==> src/rtl/bird_datapath.sv <==
// Bird datapath: holds the bird's top row, applies fall/flap physics and
// streams the 4x4 sprite to the VGA adapter one pixel per cycle.
//
// engine  | meaning
// S_IDLE  | waiting for a new command code from the control FSM
// S_SWEEP | 16-cycle erase/draw of the sprite, row-major from top-left
// S_CALC  | one-cycle bird_y update for FALL or FLAP
// S_DONE  | one-cycle completion pulse on flag
module bird_datapath #(
    parameter logic [7:0] X_POS       = 8'd20,
    parameter int         BIRD_W      = 4,
    parameter int         BIRD_H      = 4,
    parameter logic [6:0] Y_INIT      = 7'd56,
    parameter logic [6:0] Y_MAX       = 7'd115,
    parameter logic [6:0] GRAVITY     = 7'd1,
    parameter logic [6:0] FLAP        = 7'd6,
    parameter logic [2:0] BG_COLOUR   = 3'b000,
    parameter logic [2:0] BIRD_COLOUR = 3'b110
) (
    input  logic       clk,
    input  logic       reset,
    input  logic [3:0] state,
    output logic [7:0] x_out,
    output logic [6:0] y_out,
    output logic [2:0] colour,
    output logic       plot,
    output logic       flag,
    output logic [6:0] bird_y,
    output logic       hit_floor
);

    typedef enum logic [1:0] {S_IDLE, S_SWEEP, S_CALC, S_DONE} eng_t;

    localparam logic [3:0] CMD_ERASE = 4'd1;
    localparam logic [3:0] CMD_FALL  = 4'd2;
    localparam logic [3:0] CMD_FLAP  = 4'd3;
    localparam logic [3:0] CMD_DRAW  = 4'd4;
    localparam logic [3:0] C_LAST    = 4'(BIRD_W * BIRD_H - 1);

    eng_t       eng, eng_nxt;
    logic [3:0] last_cmd;
    logic [3:0] cmd;
    logic [3:0] c;
    logic       accept;
    logic [7:0] px_x, x_hold;
    logic [6:0] px_y, y_hold;
    logic [2:0] px_col, col_hold;
    logic [7:0] fall_sum;
    logic [6:0] fall_y, flap_y, y_new;

    assign accept = (eng == S_IDLE) && (state >= CMD_ERASE) && (state <= CMD_DRAW)
                    && (state != last_cmd);

    assign px_x   = X_POS + {6'd0, c[1:0]};
    assign px_y   = bird_y + {5'd0, c[3:2]};
    assign px_col = (cmd == CMD_ERASE) ? BG_COLOUR : BIRD_COLOUR;

    // Sum is one bit wider than bird_y so the floor clamp sees any overflow.
    assign fall_sum = {1'b0, bird_y} + {1'b0, GRAVITY};
    assign fall_y   = (fall_sum > {1'b0, Y_MAX}) ? Y_MAX : fall_sum[6:0];
    assign flap_y   = (bird_y < FLAP) ? 7'd0 : bird_y - FLAP;
    assign y_new    = (cmd == CMD_FLAP) ? flap_y : fall_y;

    always_ff @(posedge clk or posedge reset) begin
        if (reset) eng <= S_IDLE;
        else       eng <= eng_nxt;
    end

    always_comb begin
        eng_nxt = eng;
        case (eng)
            S_IDLE: begin
                if (accept)
                    eng_nxt = (state == CMD_ERASE || state == CMD_DRAW) ? S_SWEEP : S_CALC;
            end
            S_SWEEP: if (c == C_LAST) eng_nxt = S_DONE;
            S_CALC:  eng_nxt = S_DONE;
            S_DONE:  eng_nxt = S_IDLE;
            default: eng_nxt = S_IDLE;
        endcase
    end

    always_comb begin
        plot   = (eng == S_SWEEP);
        flag   = (eng == S_DONE);
        x_out  = plot ? px_x   : x_hold;
        y_out  = plot ? px_y   : y_hold;
        colour = plot ? px_col : col_hold;
    end

    always_ff @(posedge clk or posedge reset) begin
        if (reset) begin
            last_cmd  <= 4'd0;
            cmd       <= 4'd0;
            c         <= 4'd0;
            bird_y    <= Y_INIT;
            hit_floor <= 1'b0;
            x_hold    <= 8'd0;
            y_hold    <= 7'd0;
            col_hold  <= 3'd0;
        end else begin
            if (accept) begin
                cmd      <= state;
                last_cmd <= state;
            end else if (state == 4'd0) begin
                last_cmd <= 4'd0;
            end

            c <= (eng == S_SWEEP) ? c + 4'd1 : 4'd0;

            if (eng == S_SWEEP) begin
                x_hold   <= px_x;
                y_hold   <= px_y;
                col_hold <= px_col;
            end

            if (eng == S_CALC) begin
                bird_y <= y_new;
                if (y_new == Y_MAX) hit_floor <= 1'b1;
            end
        end
    end

endmodule

==> config.mk <==
export PLATFORM = sky130hd
export DESIGN_NAME = bird_datapath
export DESIGN_NICKNAME = d
export VERILOG_FILES = /design/src/rtl/bird_datapath.sv
export SDC_FILE = /design/constraint.sdc
export NUM_CORES = 1
export LEC_CHECK = 0
export BUFFER_PORTS_ARGS = -buffer_cell sky130_fd_sc_hd__buf_2
export CELL_PAD_IN_SITES_DETAIL_PLACEMENT = 1
export CELL_PAD_IN_SITES_GLOBAL_PLACEMENT = 1
export CORE_MARGIN = 4
export CORE_UTILIZATION = 45
export DETAILED_ROUTE_END_ITERATION = 6
export PLACE_DENSITY_LB_ADDON = 0.1
export SETUP_SLACK_MARGIN = 0.02
export SLEW_MARGIN = 20
export SYNTH_ARGS = -nofsm -noshare
export SYNTH_HDL_FRONTEND = slang
export SYNTH_SLANG_ARGS = --single-unit
export TNS_END_PERCENT = 50
==> constraint.sdc <==
create_clock -name clk -period 2.59 [get_ports clk]
set_input_delay 0.259 -clock clk [delete_from_list [all_inputs] [get_ports clk]]
set_output_delay 0.259 -clock clk [all_outputs]
set_load 0.02 [all_outputs]
Word-level counts from Yosys, hierarchy flattened --
Index checks and enable logic that the tools add are counted.
Word-level totals: output and inout bits 28, logic and storage cells 53, input port bits 6, flip-flop bits (word level) 40
Operators by class: eq/ne operators 12, multiplexer cells 14, reductions and logical operators 9, order comparisons 4, add/sub/neg operators 5
Operators with widths (number):
- 7-bit two-way mux | 4
- 4-bit two-way mux | 3
- 7-bit by 1-bit adder with 8-bit output, second input constant | 1
- 4-bit by 1-bit equality test with 1-bit output, second input constant | 2
- 8-bit by 7-bit > comparator with 1-bit output, second input constant | 1
- 8-bit two-way mux | 1
- 2-bit one-hot mux with 4 select lines | 1
- 7-bit by 2-bit adder with 7-bit output | 1
- 7-bit equality test, second input constant | 1
- 7-bit by 3-bit less-than comparator with 1-bit output, second input constant | 1
- 7-bit by 3-bit subtractor with 7-bit output, second input constant | 1
- 5-bit by 2-bit adder with 6-bit output, first input constant | 1
- 2-bit two-way mux | 3
- 3-bit two-way mux | 2
- 4-bit by 1-bit adder with 4-bit output, second input constant | 1
- 2-bit equality test, second input constant | 2
- 4-bit by 2-bit equality test with 1-bit output, second input constant | 1
- 4-bit by 3-bit equality test with 1-bit output, second input constant | 1
- 4-bit equality test, second input constant | 1
- 4-bit by 1-bit >= comparator with 1-bit output, second input constant | 1
- 4-bit by 3-bit less-or-equal comparator with 1-bit output, second input constant | 1
- 4-bit logical NOT | 1
- 4-bit != test | 1
- 2-bit AND reduction | 2
- other kinds (7) | 9

Logic depth before layout (Yosys ltp) --
word-level depth 6, gate-level depth with buffers 7, depth with buffers taken out 7

Least setup slack after synthesis --
No wires, ideal clock.
path kind reg-to-output, start point register bird_y[0], end point output port y_out[6], path slack 0.470 ns, cell stages (with the launch flop) 7, arrival time 1.861 ns, cell sequence dfrtp_1 > ha_1 > inv_1 > fa_1 > nor3_1 > xnor2_1 > a21oi_1
On the way: cells in the longest elaborated chain, start to end 2
RTL lines:
- start: declaration | line 28 | output logic [6:0] bird_y,
- start signal: assignment | line 118 | bird_y <= y_new;
- 7-bit by 2-bit adder with 7-bit output | line 55 | assign px_y = bird_y + {5'd0, c[3:2]};
- 7-bit two-way mux | line 87 | y_out = plot ? px_y : y_hold;
- end: declaration | line 24 | output logic [6:0] y_out,
No other way between the ends.

Worst setup path after layout --
start point register bird_y[1], end point output port y_out[6]
The elaborated chain is that of the path after synthesis.

==> reports/metrics.cfg <==
[worst_setup_path]
crit_type = register to output pin
path_max_fanout = 9
arrival_ps = 2110
cp-end-kind = output pin
start_kind = register
slowest_stage = dfrtp_1
critPathMaxStageDelay_ps = 520
worstPathRequired_ps = 2330
worstPathCellList = inv_1 -> fa_1 -> nor3_2 -> xnor2_1 -> a21oi_2 -> buf_2

[synthesis]
synth.avg_cell_area_um2 = 10.0
synth_flop_cell = dfrtp_1
synth_top_area_share = 0.353
synth_edf_count = 0
synth_nets = 279
syn_inst = 261
yosysSeqAreaShare = 0.383
ys_types = 66
synthTopCellsByArea = dfrtp_1 35%, ha_1 5.3%, xnor2_1 3.3%
ys_async_sr_fraction = 1.00
yosysWarnings = 0
synth_top_area_cell = dfrtp_1
netlist_area_um2 = 2620
ys_ff_latch = 40

[placed_design]
hpwlAfterDp_mm = 4.17
pre_cts_slack_ps = 345
port_buffers = 33
gp_congestion = 0.857
dpl_cell_area_um2 = 2730

[final_layout]
nets = 305
final_cell_area_um2 = 2850
final_cell_mix = 37 x dfrtp_1, 33 x buf_2, 19 x nand2_1
layout_commonest_cell = dfrtp_1
synthToLayoutAreaGrowth_pct = 8.60
fill_cells = 660
n_antenna_cell = 0
drive_above_1_share = 0.278

[run_status]
status = completed

[detailed_routing]
route.detailed.drc = 0
via_count = 1972
wl_mm = 5.82
ant_nets = 0
detail_route.first_pass.iterations = 4
viasPerCell = 5.48
wire_per_inst_um = 16.2
drtIter0Drc = 117

[floorplan]
die_w_um = 84.3
io_pins = 34
start_util = 0.470
fp-row-count = 27
fp.dieArea_um2 = 7110
core_um2 = 5570
fp.dieH_um = 84.3

[global_routing]
grt_pass1_wl_mm = 10.2
grt_antenna_before_repair = 0
grt_max_degree = 41
overflow = 0
grt_pass1_vias = 2034
grt_usage = 0.175

[timing]
fin_setup_tns_ps = 0
fin_skew_ps = 2.72
period_needed_ps = 2370
setup_ws_ps = 217
setup_viol = 0
fin_hold_ws_ps = 88.9
slew_headroom = 0.657
maxSlewViolCount = 0
rsz0062_at_grt = false
post-route-period-util = 0.916
hold_violations = 0
fmax_mhz = 421
worstMarginPinSlew_ps = 509

[job]
drv_cap = 0

[clock_tree]
clk_latency_ps = 290
cts_buffers = 5
htree_levels = 2
path_clk_slew_ps = 80
clockRootBuffer = clkbuf_8
cts_tree = built
clock_sinks = 40
cts.path.max_buffers = 2

[pwr]
power.leakage_nw = 1.24
peakVddDrop_v = 0.000589
power_density_nw_per_um2 = 1140
total_power_mw = 3.24

[min_path]
hold_path.class = primary input to async pin

-- path summary, 6_finish.rpt --
kind,startpoint,to,slack (ps),cells after the start
max,bird_y[1],y_out[6],220,6
min,reset,col_hold[0],90,3
max reg2reg,bird_y[1],hit_floor,290,6
min reg2reg,x_hold[4],x_hold[4],450,1
max in group asynchronous,reset,bird_y[5],2130,3
min in group clk,state[3],last_cmd[3],290,2
-- critical path, delay by kind of cell (launching register included) --
kind / cells / cell delay [ps]
fa+ha+maj: 1 / 480
flops: 1 / 520
simple gates: 1 / 180
compound gates: 1 / 180
buf+inv: 2 / 330
xor+xnor: 1 / 140
-- state kept, by name (all words and copies together) (netlist names) --
name	cells
bird_y	7
c	4
cmd	4
col_hold	3
eng	2
hit_floor	1
last_cmd	4
x_hold	8
y_hold	7
-- layer usage --
| layer | vias up | global-route usage | part of all wire |
|---|---|---|---|
| li1 | 961 | - | - |
| met1 | 967 | 0.259 | 0.49 |
| met2 | 40 | 0.258 | 0.47 |
| met3 | 4 | 0.0393 | 0.035 |
| met4 | 0 | 0.0439 | 0.0079 |
| met5 | - | 0 | 0 |
-- cells in the mapped netlist, types with 2 or more instances --
| library cell | instances |
|---|---|
| dfrtp_1 | 37 |
| nand2_1 | 19 |
| o21ai_0 | 15 |
| a21oi_1 | 14 |
| nor2_1 | 14 |
| ha_1 | 11 |
| inv_1 | 11 |
| nor2b_1 | 11 |
| nor3_1 | 10 |
| xnor2_1 | 10 |
| buf_6 | 6 |
| nand3_1 | 6 |
| clkbuf_1 | 5 |
| mux2_2 | 5 |
| o21a_1 | 5 |
| a31oi_1 | 4 |
| and2_1 | 4 |
| buf_4 | 4 |
| clkbuf_8 | 4 |
| xor2_1 | 4 |
| a21o_1 | 3 |
| dfstp_2 | 3 |
| or2_2 | 3 |
| a211oi_1 | 2 |
| buf_2 | 2 |
| maj3_1 | 2 |
| mux2i_1 | 2 |
| nand2b_1 | 2 |
| nand4_1 | 2 |
| o22ai_1 | 2 |
| o31ai_1 | 2 |
| o41ai_4 | 2 |
| xor2_2 | 2 |
-- timing repair --
item                                    in CTS  in global routing
gates resized for setup                      0                  2
endpoints found under the setup margin       0                  1
buffers inserted                             0                  2
hold buffers                                 0                  0
-- stage by stage --
stage | cells | utilization
finish | 360 | 0.510
global route | 360 | 0.510
CTS | 358 | 0.506
detailed placement | 350 | 0.490
global placement | 350 | 0.490
floorplan | 261 | -
-- final cells by class --
| class | count | area (um2) | share of cell area |
|---|---|---|---|
| multi-input combinational | 189 | 1400 | 0.493 |
| sequential | 40 | 1000 | 0.353 |
| timing repair buffer | 40 | 218 | 0.0765 |
| tap | 72 | 90.1 | 0.0317 |
| clock buffer | 5 | 68.8 | 0.0242 |
| inverter | 11 | 41.3 | 0.0145 |
| clock inverter | 3 | 21.3 | 0.00748 |
-- logic make-up after synthesis --
kind of cell / count (synthesis) / synth area share
AND/OR/NAND/NOR: 86 / 0.182
AO/OA/AOI/OAI: 65 / 0.189
flip-flops: 40 / 0.383
buffers and inverters: 32 / 0.0850
XOR/XNOR: 16 / 0.0592
adder cells (fa/ha/maj): 14 / 0.0678
multiplexers: 8 / 0.0334
-- where the power goes --
group          switching, mW  leakage, nW  internal [mW]  total, mW
Sequential             0.261        0.478          0.824       1.08
Clock                  0.235       0.0445          0.191      0.426
Combinational           1.02        0.722          0.711       1.73
Total                   1.51         1.24           1.73       3.24
Power figures use the tool's default switching activity.
